$ cat config.mk
export PLATFORM = sky130hd
export DESIGN_NAME = ram_arbiter
export DESIGN_NICKNAME = d
export VERILOG_FILES = /design/src/rtl/ram_arbiter_pkg.sv /design/src/rtl/ram_arbiter_rr_pick.sv /design/src/rtl/ram_arbiter.sv
export SDC_FILE = /design/constraint.sdc
export NUM_CORES = 1
export LEC_CHECK = 0
export CORE_MARGIN = 5
export CORE_UTILIZATION = 40
export DETAILED_ROUTE_END_ITERATION = 10
export MAX_ROUTING_LAYER = met4
export PLACE_DENSITY = 0.8
export SYNTH_ARGS = -nofsm -noshare
export SYNTH_HDL_FRONTEND = slang
export SYNTH_SLANG_ARGS = --single-unit
$ cat constraint.sdc
create_clock -name Clock -period 1.5 [get_ports Clock]
set_clock_uncertainty 0.1 [all_clocks]
set_input_delay 0.3 -clock Clock [delete_from_list [all_inputs] [get_ports Clock]]
set_output_delay 0.3 -clock Clock [all_outputs]
set_load 0.01 [all_outputs]
$ cat src/rtl/ram_arbiter_pkg.sv
// Shared definitions for the two-requester RAM arbiter: FSM encoding,
// requester IDs and default bus widths.
package ram_arbiter_pkg;

    localparam int DEFAULT_ADDRESS_WIDTH = 16;
    localparam int DEFAULT_DATA_WIDTH    = 8;

    typedef enum logic {
        IDLE  = 1'b0,
        ISSUE = 1'b1
    } state_t;

    localparam logic ID_A = 1'b0;
    localparam logic ID_B = 1'b1;

endpackage

$ cat src/rtl/ram_arbiter_rr_pick.sv
// rr_pick: chooses which of two requesters wins an arbitration round.
// With RAM_ARBITER_ROUND_ROBIN_EN defined, a contention goes to the requester
// that was not granted last and the pointer moves only when a grant is made.
// Without it, A always beats B and there is no pointer state at all.
module rr_pick
    import ram_arbiter_pkg::*;
(
`ifdef RAM_ARBITER_ROUND_ROBIN_EN
    input  logic Clock,
    input  logic Reset,
    input  logic update,
`endif
    input  logic a_req,
    input  logic b_req,
    output logic winner,
    output logic any_req
);

    assign any_req = a_req || b_req;

`ifdef RAM_ARBITER_ROUND_ROBIN_EN
    logic last_id;

    // Remember who was granted last; reset value makes A the first choice.
    always_ff @(posedge Clock) begin
        if (Reset) begin
            last_id <= ID_B;
        end else if (update) begin
            last_id <= winner;
        end
    end

    // On contention the requester not granted last wins.
    always_comb begin
        winner = ID_A;
        if (a_req && b_req) begin
            winner = (last_id == ID_A) ? ID_B : ID_A;
        end else if (b_req) begin
            winner = ID_B;
        end
    end
`else
    assign winner = (a_req || !b_req) ? ID_A : ID_B;
`endif

endmodule

$ cat src/rtl/ram_arbiter.sv
// ram_arbiter: shares one external RAM port between requesters A and B.
// Two-state FSM (IDLE -> ISSUE -> IDLE) issues at most one access every two
// cycles; all outputs are registered. Read responses are routed back through
// a two-stage tag pipeline so overlapping reads return in order.
// Optional macro RAM_ARBITER_ROUND_ROBIN_EN selects round-robin instead of
// fixed A-first priority.
module ram_arbiter
    import ram_arbiter_pkg::*;
#(
    parameter int ADDRESS_WIDTH = DEFAULT_ADDRESS_WIDTH,
    parameter int DATA_WIDTH    = DEFAULT_DATA_WIDTH
) (
    input  logic                     Clock,
    input  logic                     Reset,
    input  logic                     AReq_i,
    input  logic                     AWrite_i,
    input  logic [ADDRESS_WIDTH-1:0] AAddress_i,
    input  logic [DATA_WIDTH-1:0]    AData_i,
    input  logic                     BReq_i,
    input  logic                     BWrite_i,
    input  logic [ADDRESS_WIDTH-1:0] BAddress_i,
    input  logic [DATA_WIDTH-1:0]    BData_i,
    output logic                     AGrant_o,
    output logic                     BGrant_o,
    output logic                     AValid_o,
    output logic                     BValid_o,
    output logic [DATA_WIDTH-1:0]    AData_o,
    output logic [DATA_WIDTH-1:0]    BData_o,
    output logic                     RamReadEnable_o,
    output logic                     RamWriteEnable_o,
    output logic [ADDRESS_WIDTH-1:0] RamAddress_o,
    output logic [DATA_WIDTH-1:0]    RamData_o,
    input  logic [DATA_WIDTH-1:0]    RamData_i
);

    state_t                   state, next_state;
    logic                     any_req, winner;
    logic                     a_grant_next, b_grant_next;
    logic                     rd_en_next, wr_en_next;
    logic [ADDRESS_WIDTH-1:0] addr_next;
    logic [DATA_WIDTH-1:0]    wdata_next;
    logic                     tag0_valid, tag0_id, tag0_valid_next, tag0_id_next;
    logic                     tag1_valid, tag1_id;

`ifdef RAM_ARBITER_ROUND_ROBIN_EN
    logic pick_update;
    assign pick_update = (state == IDLE) && any_req;
`endif

    rr_pick u_pick (
`ifdef RAM_ARBITER_ROUND_ROBIN_EN
        .Clock   (Clock),
        .Reset   (Reset),
        .update  (pick_update),
`endif
        .a_req   (AReq_i),
        .b_req   (BReq_i),
        .winner  (winner),
        .any_req (any_req)
    );

    // Next state and next command: latch the winner in IDLE, release in ISSUE.
    always_comb begin
        // NOTE: every signal driven here gets a default first so no latch is inferred.
        next_state      = state;
        a_grant_next    = 1'b0;
        b_grant_next    = 1'b0;
        rd_en_next      = 1'b0;
        wr_en_next      = 1'b0;
        addr_next       = RamAddress_o;
        wdata_next      = RamData_o;
        tag0_valid_next = 1'b0;
        tag0_id_next    = tag0_id;
        case (state)
            IDLE: begin
                if (any_req) begin
                    next_state   = ISSUE;
                    tag0_id_next = winner;
                    if (winner == ID_A) begin
                        a_grant_next = 1'b1;
                        wr_en_next   = AWrite_i;
                        addr_next    = AAddress_i;
                        wdata_next   = AData_i;
                    end else begin
                        b_grant_next = 1'b1;
                        wr_en_next   = BWrite_i;
                        addr_next    = BAddress_i;
                        wdata_next   = BData_i;
                    end
                    rd_en_next      = !wr_en_next;
                    tag0_valid_next = !wr_en_next;
                end
            end
            ISSUE:   next_state = IDLE;
            default: next_state = IDLE;
        endcase
    end

    // State, grant and RAM command registers.
    always_ff @(posedge Clock) begin
        // NOTE: sequential state uses non-blocking assignments so every register samples pre-edge values.
        if (Reset) begin
            state            <= IDLE;
            AGrant_o         <= 1'b0;
            BGrant_o         <= 1'b0;
            RamReadEnable_o  <= 1'b0;
            RamWriteEnable_o <= 1'b0;
            RamAddress_o     <= '0;
            RamData_o        <= '0;
            tag0_valid       <= 1'b0;
            tag0_id          <= ID_A;
        end else begin
            state            <= next_state;
            AGrant_o         <= a_grant_next;
            BGrant_o         <= b_grant_next;
            RamReadEnable_o  <= rd_en_next;
            RamWriteEnable_o <= wr_en_next;
            RamAddress_o     <= addr_next;
            RamData_o        <= wdata_next;
            tag0_valid       <= tag0_valid_next;
            tag0_id          <= tag0_id_next;
        end
    end

    // Second tag stage lines up with RAM data; it steers the read response.
    always_ff @(posedge Clock) begin
        if (Reset) begin
            tag1_valid <= 1'b0;
            tag1_id    <= ID_A;
            AValid_o   <= 1'b0;
            BValid_o   <= 1'b0;
            AData_o    <= '0;
            BData_o    <= '0;
        end else begin
            tag1_valid <= tag0_valid;
            tag1_id    <= tag0_id;
            AValid_o   <= tag1_valid && (tag1_id == ID_A);
            BValid_o   <= tag1_valid && (tag1_id == ID_B);
            if (tag1_valid && (tag1_id == ID_A)) AData_o <= RamData_i;
            if (tag1_valid && (tag1_id == ID_B)) BData_o <= RamData_i;
        end
    end

endmodule

==> metrics.md, run 1 <==
| Metric | Value |
|---|---|
| Status | `finished, final reports clean` |
| Worst slack at placement | `-0.331 ns` |
| Setup tns final | `0 ns` |
| Setup repair after global routing missed its margin | `no` |
| Worst Path Required | `1.10 ns` |
| Die width | `83.4 µm` |
| Mux share of post-synthesis cell area | `0.465%` |
| Tightest Pin Transition | `0.323 ns` |
| Cell type of the slowest stage on the worst timing path | `dfxtp_1` |
| Worst path cell trace | `dlygate4sd2_1` |
| Most common cell after layout, fill and taps aside | `clkdlybuf4s50_1` |
| Total clock buffers created by CTS | `5` |
| Net count after synthesis | `296` |
| Power consumption | `2970 µW` |
| Post-detailed-placement cell area | `3320 µm²` |
| Clock tree from TritonCTS | `built` |
| Count of fill cells added during filler insertion | `461` |
| Number of violations of the max-capacitance limit | `0` |
| Hold Vio Cnt, Final | `0` |
| PortBufs | `107` |
| Total number of clock tree sinks | `50` |
| Simple logic cell fraction of the synthesized area | `18.8%` |
| Height of the chip | `83.4 µm` |
| Critical path class | `reg2out` |
| Detailed Route WL | `5980 µm` |
| Via count of the first global-routing pass | `2,132` |
| Final weighted congestion of routability-driven global placement | `0.812` |
| Final Instance Area | `3360 µm²` |
| Leakage power of the design | `0.00140 µW` |
| Post-DR wirelength/cell | `14.5 µm` |
| Adder-Cell Fraction of Synth Area | `0%` |
| Overall global routing resource usage | `18.1%` |
| Synthesized flop and latch total | `50` |
| Family of cells with the greatest summed delay on the critical path | `flip-flops` |
| Number of buffers on the longest clock path | `2` |
| Post-detailed-route via-to-cell ratio | `4.87` |
| Power density normalized to cell area | `882 nW/µm²` |
| Async SR Flop Fraction | `0%` |
| FF-to-FF path depth | `4` |
| Sequential share of the synthesized area | `46.5%` |
| First-pass GRT wire length | `10,000 µm` |
| Fmax achieved | `0.742 GHz` |
| Post-synthesis cell area | `2150 µm²` |
| Overall overflow remaining after global route | `0` |
| Top_reg_cell synth | `dfxtp_1` |
| Initial standard-cell utilization of the core | `41.6%` |
| Area share of xor/xnor cells in the synthesized design | `0%` |
| Clock slew at reported path FFs | `0.10 ns` |
| CP peak stage delay | `0.34 ns` |
| Count of final setup violators | `0` |
| DRT antenna net count | `0` |
| Worst Hold Class | `in2reg` |
| Number of iterations in the first detailed-routing pass | `4` |
| Antenna violations before repair | `0` |
| Worst-Skew Late Latency | `0.31 ns` |
| Die Area | `6950 µm²` |
| Synthesized netlist cell count | `234` |
| Signal arrival time at the worst endpoint | `0.95 ns` |
| Setup fix buffers added after clock tree synthesis | `0` |
| Final worst-path setup slack | `0.152 ns` |
| Largest family of logic cells by synthesized area | `compound AO/OA/AOI/OAI gates` |
| NumNets Final | `404` |
| CORE AREA | `5170 µm²` |
| Post-route DRC | `0` |
| Number of synthesized flops with an enable pin | `0` |
| Via count of the routed design | `2,013` |
| Complex-gate fraction of the synthesized area | `26.9%` |
| Largest driver fanout on the critical path | `2` |
| Worst VDD drop | `0.622 mV` |
| Final Cycle Share | `89.9%` |
| Antenna diode instance count | `0` |
| CTS Hold Buffers Added | `0` |
| Post-detailed-placement half-perimeter wirelength | `4590 µm` |
| Number of levels in the clock H-tree | `2` |
| Pin count of the biggest net entering global routing | `22` |
| Layout cells sized above 1 | `18.7%` |
| Area added between synthesis and finish | `56.2%` |
| IO Count | `108` |
| Crit path depth | `1` |
| Number of buffers and inverters on the critical path | `1` |
| Worst max-slew margin expressed relative to the limit | `78.5%` |
| Warnings from Yosys | `0` |
| Drt first-iter violations | `81` |
| Type of origin of the critical path | `flip-flop` |
| Hold Path Depth | `2` |
| Max-slew violation count | `0` |
| Highest-count cells in the layout ignoring fill and taps | `clkdlybuf4s50_1 (58), nand2_1 (51), dfxtp_1 (50)` |
| Count of cell types in the netlist | `24` |
| Mean cell area of the mapped netlist | `9.20 µm²` |
| Critical Path End Type | `output port` |
| Number of standard-cell rows in the floorplan | `26` |
| Minimum period implied by the final worst setup slack | `1.35 ns` |
| Clock root cell | `clkbuf_8` |
what timing repair did:
| action | in CTS | in global routing |
|---|---|---|
| endpoints found under the setup margin | 49 | 3 |
| resized for setup | 48 | 1 |
| pin swaps | 0 | 0 |
report_power, final:
group | switching [µW] | internal (µW)
logic | 309 | 367
clock network | 497 | 344
registers | 41.0 | 1410
total | 847 | 2120
cells in the mapped netlist, types with 2 or more instances:
master | instances | area [µm²]
nand2_1 | 51 | 191
buf_6 | 3 | 33.8
clkbuf_1 | 2 | 7.51
a211oi_2 | 19 | 238
buf_12 | 2 | 40.0
a21oi_1 | 22 | 110
buf_4 | 6 | 45.0
dfxtp_1 | 50 | 1000
nand2b_1 | 2 | 12.5
buf_2 | 4 | 20.0
a211oi_1 | 4 | 30.0
nor2b_1 | 4 | 25.0
a21oi_2 | 18 | 158
nor3_1 | 2 | 10.0
buf_1 | 3 | 11.3
nor2_1 | 27 | 101
nand3_1 | 8 | 40.0
layer usage:
metal / part of all wire, % / wire (µm) / global-route usage [%]
met5: 0 / 0 / -
met4: 2.4 / 145 / 6.84
met3: 6.3 / 375 / 4.75
met2: 51 / 3050 / 30.5
met1: 40 / 2410 / 20.6
sequential cells by signal, indices dropped and copies added, names as in the netlist:
signal and cells:
RamWriteEnable_o 1, RamAddress_o 16, AValid_o 1, tag0_id 1
tag1_id 1, BGrant_o 1, tag0_valid 1, BValid_o 1
RamData_o 8, tag1_valid 1, state 1, AGrant_o 1
BData_o 8, AData_o 8
worst paths after layout:
check                       start               to  slack (ns)
setup reg to reg            state     RamData_o[5]        0.23
hold reg to reg        AData_o[7]       AData_o[7]        0.36
hold / removal              Reset  RamAddress_o[4]        0.28
setup / recovery  RamAddress_o[7]  RamAddress_o[7]        0.15
logic make-up (layout without fill, tap and decap cells):
family / after synthesis / count (layout)
buffers and inverters: 20 / 129
muxes: 1 / 1
and+or+nand+nor: 97 / 97
DFF: 50 / 50
AOI/OAI and AO/OA: 66 / 66
metrics by stage:
step / utilization [%] / std cells / hold slack, ns
final: 65.0 / 413 / 0.283
after global routing: 65.0 / 413 / 0.294
after CTS: 65.0 / 413 / 0.283
after detailed placement: 64.2 / 405 / 0.348
after global placement: 64.2 / 405 / 0.337
after floorplan: - / 234 / 0.312
area by class of cell:
type                    count  area, µm²  area share [%]
clock buffers               5       68.8            2.05
well taps                  70       87.6            2.60
multi-input cells         164       1000            29.8
repair buffers            121       1180            35.0
clock inverters             3       26.3           0.781
flip-flops and latches     50       1000            29.8
Note: power is estimated with default switching activity, not from simulation.
==> inputs of run 2 (changes only) <==
- CORE_UTILIZATION: 40 -> 39
- PLACE_DENSITY: 0.8 -> 0.79
- REMOVE_ABC_BUFFERS: unset -> 1
- SYNTH_HIERARCHICAL: unset -> 1
==> run 2 against run 1 <==
  * Core utilization up 1.4 points
  * Critical path depth is the same
  * Global-route usage decreased by 1.6 points
  * Flip-flop and latch count unchanged
  * First-iteration DRC count is 6.2% lower
  * Combinational power rose by 3.1%
  * Clock-buffer cell count grew 3
  * Wire length decreased by 2.9%
  * Worst setup slack better by 0.022 ns
  * Power up 2.0%
  * Cell area grew 1.5%
  * Maximum frequency up 1.7%
  * Largest cell class unchanged
==> metrics.md, run 2 <==
| Metric | Value |
|---|---|
| Status | `finished, final reports clean` |
| Setup repair after global routing missed its margin | `no` |
| Synth top area cells | `dfxtp_1 (48%), a211oi_2 (12%), mux2i_1 (12%)` |
| Via count of the first global-routing pass | `1,884 (-12%)` |
| Clock slew at reported path FFs | `0.09 ns (about the same)` |
| Top-area cell type share of the netlist area | `48.4% (+1.9 points)` |
| Setup crit start | `BData_o[4]` |
| Async SR Flop Fraction | `0% (unchanged)` |
| Number of standard-cell rows in the floorplan | `26 (unchanged)` |
| Number of buffers and inverters on the critical path | `1 (unchanged)` |
| Height of the chip | `82.8 µm (-0.63%)` |
| Tightest Pin Transition | `0.391 ns (+0.0683 ns)` |
| Worst Hold Class | `in2reg` |
| Count of cell types in the netlist | `20 (-17%)` |
| Setup fix buffers added after clock tree synthesis | `0 (unchanged)` |
| Number of synthesized flops with an enable pin | `0 (unchanged)` |
| Via count of the routed design | `1,856 (-7.8%)` |
| CP peak stage delay | `0.36 ns (+0.02 ns)` |
| Worst slack at placement | `-0.287 ns (+0.0438 ns)` |
| Cell type of the slowest stage on the worst timing path | `dfxtp_1` |
| Number of levels in the clock H-tree | `2 (unchanged)` |
| Worst VDD drop | `0.756 mV (+22%)` |
| First-pass GRT wire length | `9220 µm (-7.9%)` |
| Die width | `82.8 µm (-0.63%)` |
| Startpoint of the tightest hold check path | `Reset` |
| Max-slew violation count | `0 (unchanged)` |
| Worst Path Required | `1.10 ns (about the same)` |
| Worst path cell trace | `dlygate4sd2_1` |
| Warnings from Yosys | `6 (+6)` |
| IO Count | `108 (unchanged)` |
| Signal arrival time at the worst endpoint | `0.93 ns (-0.02 ns)` |
| NumNets Final | `379 (-6.2%)` |
| Fmax achieved | `0.754 GHz (+1.7%)` |
| Area added between synthesis and finish | `64.9%` |
| Post-detailed-route via-to-cell ratio | `4.78 (-1.9%)` |
| Relative contribution of the clock network to total power | `29.2% (+0.9 points)` |
| Number of violations of the max-capacitance limit | `0 (unchanged)` |
| Worst-Skew Late Latency | `0.29 ns (-0.02 ns)` |
| Most common cell after layout, fill and taps aside | `clkdlybuf4s50_1` |
| Synthesized netlist cell count | `205 (-12%)` |
| Power consumption | `3030 µW (+2.0%)` |
| Number of buffers on the longest clock path | `2 (unchanged)` |
| Count of final setup violators | `0 (unchanged)` |
| R2R setup slack | `0.23 ns (about the same)` |
| Final worst-path setup slack | `0.174 ns (+0.0222 ns)` |
| Power density normalized to cell area | `886 nW/µm² (+0.49%)` |
| Minimum period implied by the final worst setup slack | `1.33 ns (-0.0222 ns)` |
| Post-synth top area cell | `dfxtp_1` |
| Drt first-iter violations | `76 (-6.2%)` |
| Clock root cell | `clkbuf_8` |
| Sequential share of the synthesized area | `48.4% (+1.9 points)` |
| CORE AREA | `5140 µm² (-0.63%)` |
| PortBufs | `107 (unchanged)` |
| Critical Path End Type | `output port` |
| Critical path class | `reg2out` |
| Count leader, synth | `dfxtp_1` |
| Net Switching | `748 µW (-12%)` |
| Proportion of total power due to net switching | `24.7% (-3.8 points)` |
| Die Area | `6860 µm² (-1.3%)` |
| Overall overflow remaining after global route | `0 (unchanged)` |
| Largest Register | `RamAddress_o` |
| Pin count of the biggest net entering global routing | `32 (+45%)` |
| Mean cell area of the mapped netlist | `10.1 µm² (+9.7%)` |
| Largest register FFs | `16 (unchanged)` |
| Antenna violations before repair | `0 (unchanged)` |
| Power share of the combinational group | `23.0% (+0.2 points)` |
| Post-DR wirelength/cell | `15.0 µm (+3.3%)` |
| Antenna diode instance count | `0 (unchanged)` |
| Overall global routing resource usage | `16.5% (-1.6 points)` |
| Type of origin of the critical path | `flip-flop` |
| Largest driver fanout on the critical path | `2 (unchanged)` |
| Detailed Route WL | `5810 µm (-2.9%)` |
| Total number of clock tree sinks | `50 (unchanged)` |
| Layout cells sized above 1 | `15.4% (-3.3 points)` |
| Proportion of power drawn by flip-flops and latches | `47.8% (-1.1 points)` |
| Post-route DRC | `0 (unchanged)` |
| Startpoint of the most critical register-to-register path | `state` |
| Count of fill cells added during filler insertion | `447 (-3.0%)` |
| Highest-count cells in the layout ignoring fill and taps | `clkdlybuf4s50_1 (58), dfxtp_1 (50), dlygate4sd2_1 (46)` |
| Clock tree from TritonCTS | `built` |
| Post-synthesis cell area | `2070 µm² (-3.9%)` |
| Initial standard-cell utilization of the core | `40.3% (-1.4 points)` |
| Worst max-slew margin expressed relative to the limit | `73.9% (-4.6 points)` |
| Synthesized flop and latch total | `50 (unchanged)` |
| Final weighted congestion of routability-driven global placement | `0.832 (+2.4%)` |
| Family of cells with the greatest summed delay on the critical path | `flip-flops` |
| Internal power | `2280 µW (+7.5%)` |
| Hold Vio Cnt, Final | `0 (unchanged)` |
| Post-detailed-placement half-perimeter wirelength | `4440 µm (-3.1%)` |
| Leakage power of the design | `0.00147 µW (+4.7%)` |
| DRT antenna net count | `0 (unchanged)` |
| Top_reg_cell synth | `dfxtp_1` |
| Total clock buffers created by CTS | `5 (unchanged)` |
| Final Cycle Share | `88.4% (-1.5 points)` |
| Most frequent cells after synthesis | `dfxtp_1 (50), nor2_1 (27), mux2i_1 (25), nand2_1 (25), a211oi_2 (20)` |
| Number of iterations in the first detailed-routing pass | `4 (unchanged)` |
| WHS | `0.214 ns (-0.0694 ns)` |
[run 2: final timing paths]
check	cells past startpoint	endpoint
hold / removal	2	AGrant_o
setup reg to reg	4	RamData_o[4]
hold reg to reg	2	AData_o[5]
setup / recovery	1	BData_o[4]
[run 2: metal layers]
metal | routed length [µm] | part of all wire, % | track usage (%)
met4 | 124 | 2.1 | 5.20
met2 | 3040 | 52 | 28.9
met1 | 2420 | 42 | 18.8
met5 | 0 | 0 | -
met3 | 220 | 3.8 | 3.47
[run 2: repair_timing]
item / CTS / global route
pin swaps: 0 / 8
hold endpoints to repair: 0 / 0
setup endpoints to repair: 46 / 6
resized for setup: 46 / 6
hold buffers: 0 / 0
cloned: 0 / 4
[run 2: metrics by stage]
stage	cells	setup TNS, ns	utilization [%]	cell area [µm²]
after detailed placement	376	-6.70	63.0	3240
after floorplan	188	-33.38	-	1930
after CTS	384	0	64.0	3290
final	388	0	66.4	3410
after global placement	376	-6.04	63.0	3240
after global routing	388	0	66.4	3410
[run 2: area by class of cell]
cell class	count	area (µm²)	share of cell area, %
clock buffer	8	110	3.23
multi-input combinational	138	952	27.9
sequential	50	1000	29.3
tap	70	87.6	2.57
timing repair buffer	122	1260	37.0
[run 2: cell families after synthesis]
| logic type | after synthesis | share of synthesized area [%] |
|---|---|---|
| simple gates | 72 | 15.1 |
| buf+inv | 17 | 6.65 |
| flops | 50 | 48.4 |
| compound gates | 41 | 17.8 |
| mux | 25 | 12.1 |
[run 2: power groups by stage]
stage	Sequential [µW]	Combinational, µW	Clock [µW]
final	1450	697	883
after global routing	1460	747	970
after CTS	1450	642	901
after detailed placement	1480	693	0
after global placement	1480	676	0
after floorplan	1520	218	0
==> inputs of run 3 (changes only) <==
- CORE_ASPECT_RATIO: unset -> 0.8
- CTS_CLUSTER_SIZE: unset -> 8
- SLEW_MARGIN: unset -> 10
==> run 3 against run 2 <==
  * Maximum frequency is 7.1% lower
  * First-iteration DRC count is 34% lower
  * Sequential share of layout area is 0.75 points higher
  * Worst setup slack worse by 0.10 ns
  * Cell count is 2.3% lower
  * Non-clock buffer count is 1 lower
  * Clock-buffer cell count is 2 lower
  * Core utilization is 0.70 points lower
  * Global-route usage is 0.56 points lower
  * Cell area is 2.5% lower
  * Power is 0.30% higher
  * Flip-flop and latch count stayed put
==> metrics.md, run 3 (synthesis gave the netlist of run 2 again) <==
| Metric | Value |
|---|---|
| PortBufs | `107 (unchanged)` |
| Initial standard-cell utilization of the core | `40.9% (+0.60 points)` |
| Worst Hold Class | `in2reg` |
| Post-detailed-placement half-perimeter wirelength | `4260 µm (-4.1%)` |
| Setup fix buffers added after clock tree synthesis | `0 (unchanged)` |
| Setup tns final | `0 ns (unchanged)` |
| Clock slew at reported path FFs | `0.09 ns (about the same)` |
| Post-DR wirelength/cell | `14.5 µm (-3.3%)` |
| NumNets Final | `378 (-0.26%)` |
| Worst Path Required | `1.62 ns (+0.52 ns)` |
| Most common cell after layout, fill and taps aside | `clkdlybuf4s50_1` |
| Via count of the first global-routing pass | `1,831 (-2.8%)` |
| Number of standard-cell rows in the floorplan | `23 (-12%)` |
| Number of iterations in the first detailed-routing pass | `4 (unchanged)` |
| Number of buffers on the longest clock path | `2 (unchanged)` |
| Layout cells sized above 1 | `15.1% (-0.27 points)` |
| Drt first-iter violations | `50 (-34%)` |
| Total clock buffers created by CTS | `5 (unchanged)` |
| Count of final setup violators | `0 (unchanged)` |
| Critical path class | `in2reg` |
| Height of the chip | `75.2 µm (-9.3%)` |
| Worst path cell trace | `clkdlybuf4s50_1, or2_1, and2b_4, buf_6, nor2_1, a211oi_2` |
| Die Area | `6870 µm² (+0.13%)` |
| Critical Path End Type | `flip-flop` |
| Final Cycle Share | `95.2% (+6.8 points)` |
| Setup repair after global routing missed its margin | `no` |
| Max-slew violation count | `0 (unchanged)` |
| Antenna violations before repair | `0 (unchanged)` |
| Largest Register | `RamAddress_o` |
| Detailed Route WL | `5480 µm (-5.6%)` |
| Cell type of the slowest stage on the worst timing path | `clkdlybuf4s50_1` |
| DRT antenna net count | `0 (unchanged)` |
| CTS Hold Buffers Added | `0 (unchanged)` |
| Status | `finished, final reports clean` |
| Overall overflow remaining after global route | `0 (unchanged)` |
| Fmax achieved | `0.700 GHz (-7.1%)` |
| First-pass GRT wire length | `8500 µm (-7.8%)` |
| Count of fill cells added during filler insertion | `455 (+1.8%)` |
| Clock root cell | `clkbuf_8` |
| Total number of clock tree sinks | `50 (unchanged)` |
| Tightest Pin Transition | `0.310 ns (-0.0812 ns)` |
| Final standard cell utilization of the core | `65.7% (-0.70 points)` |
| Power density normalized to cell area | `912 nW/µm² (+2.9%)` |
| Pin count of the biggest net entering global routing | `25 (-22%)` |
| Number of levels in the clock H-tree | `2 (unchanged)` |
| Worst-Skew Late Latency | `0.30 ns (about the same)` |
| Final weighted congestion of routability-driven global placement | `0.767 (-7.8%)` |
| Clock tree from TritonCTS | `built` |
| CP peak stage delay | `0.47 ns (+0.11 ns)` |
| Leakage power of the design | `0.00142 µW (-3.2%)` |
| Worst VDD drop | `0.654 mV (-14%)` |
| Antenna diode instance count | `0 (unchanged)` |
| Hold Vio Cnt, Final | `0 (unchanged)` |
| CORE AREA | `5060 µm² (-1.5%)` |
| Highest-count cells in the layout ignoring fill and taps | `clkdlybuf4s50_1 (59), dfxtp_1 (50), dlygate4sd2_1 (46)` |
| R2R setup slack | `0.25 ns (+0.02 ns)` |
| Worst slack at placement | `-0.338 ns (-0.0509 ns)` |
| Number of violations of the max-capacitance limit | `0 (unchanged)` |
| Overall global routing resource usage | `16.0% (-0.56 points)` |
| Die width | `91.4 µm (+10%)` |
| Via count of the routed design | `1,825 (-1.7%)` |
| Power consumption | `3030 µW (+0.30%)` |
| Final worst-path setup slack | `0.0719 ns (-0.102 ns)` |
| Post-route DRC | `0 (unchanged)` |
| IO Count | `108 (unchanged)` |
| Signal arrival time at the worst endpoint | `1.54 ns (+0.61 ns)` |
| Type of origin of the critical path | `primary input` |
| WHS | `0.172 ns (-0.0418 ns)` |
| Area added between synthesis and finish | `60.8%` |
| Worst max-slew margin expressed relative to the limit | `79.3% (+5.4 points)` |
| Post-detailed-route via-to-cell ratio | `4.82 (+0.66%)` |
| Largest register FFs | `16 (unchanged)` |
| Largest driver fanout on the critical path | `7 (+5)` |
| Minimum period implied by the final worst setup slack | `1.43 ns (+0.102 ns)` |
-- run 3: changes by cell type in the layout (fill, tap and decap cells not counted), sizes merged --
cell	before	now
buf	12	14
bufinv	0	1
clkbuf	12	7
clkdlybuf4s50	58	59
clkinvlp	0	1
dlymetal6s2s	2	1
-- run 3: power by group --
part | leakage, µW | internal (µW) | switching [µW]
clock | 0.0000514 | 498 | 434
sequential | 0.000411 | 1410 | 39.4
combinational | 0.000960 | 374 | 282
-- run 3: routing by layer --
metal	GRT usage, %	vias up	routed length [µm]
met3	5.00	7	454
met4	5.86	0	81
met5	-	-	0
met2	26.7	61	2670
met1	18.2	835	2280
li1	-	922	-
-- run 3: what timing repair did --
item                                    CTS  global route
gates resized for setup                  46             8
pin swaps                                 0             0
gates cloned                              0             1
endpoints found under the setup margin   46            14
-- run 3: stage by stage --
step,cell area (µm²),cells
CTS,3270,378
global placement,3220,370
finish,3330,379
floorplan,1930,188
global route,3330,379
detailed placement,3220,370
-- run 3: worst paths after layout --
path	startpoint	end	cells after the start
max	BReq_i	RamAddress_o[4]	6
min reg2reg	AData_o[5]	AData_o[5]	2
max reg2reg	state	RamAddress_o[4]	4
min	Reset	AGrant_o	2
-- run 3: area by class of cell --
cell class | count | area, µm² | area share (%)
sequential | 50 | 1000 | 30.1
timing repair buffer | 121 | 1180 | 35.5
clock buffer | 6 | 72.6 | 2.18
tap | 62 | 77.6 | 2.33
multi-input combinational | 138 | 957 | 28.8
clock inverter | 2 | 37.5 | 1.13
-- run 3: critical path: cells and delay by family --
kind,cells,cell delay [ns]
buffers and inverters,2,0.62
AO/OA/AOI/OAI,1,0.21
AND/OR/NAND/NOR,3,0.42
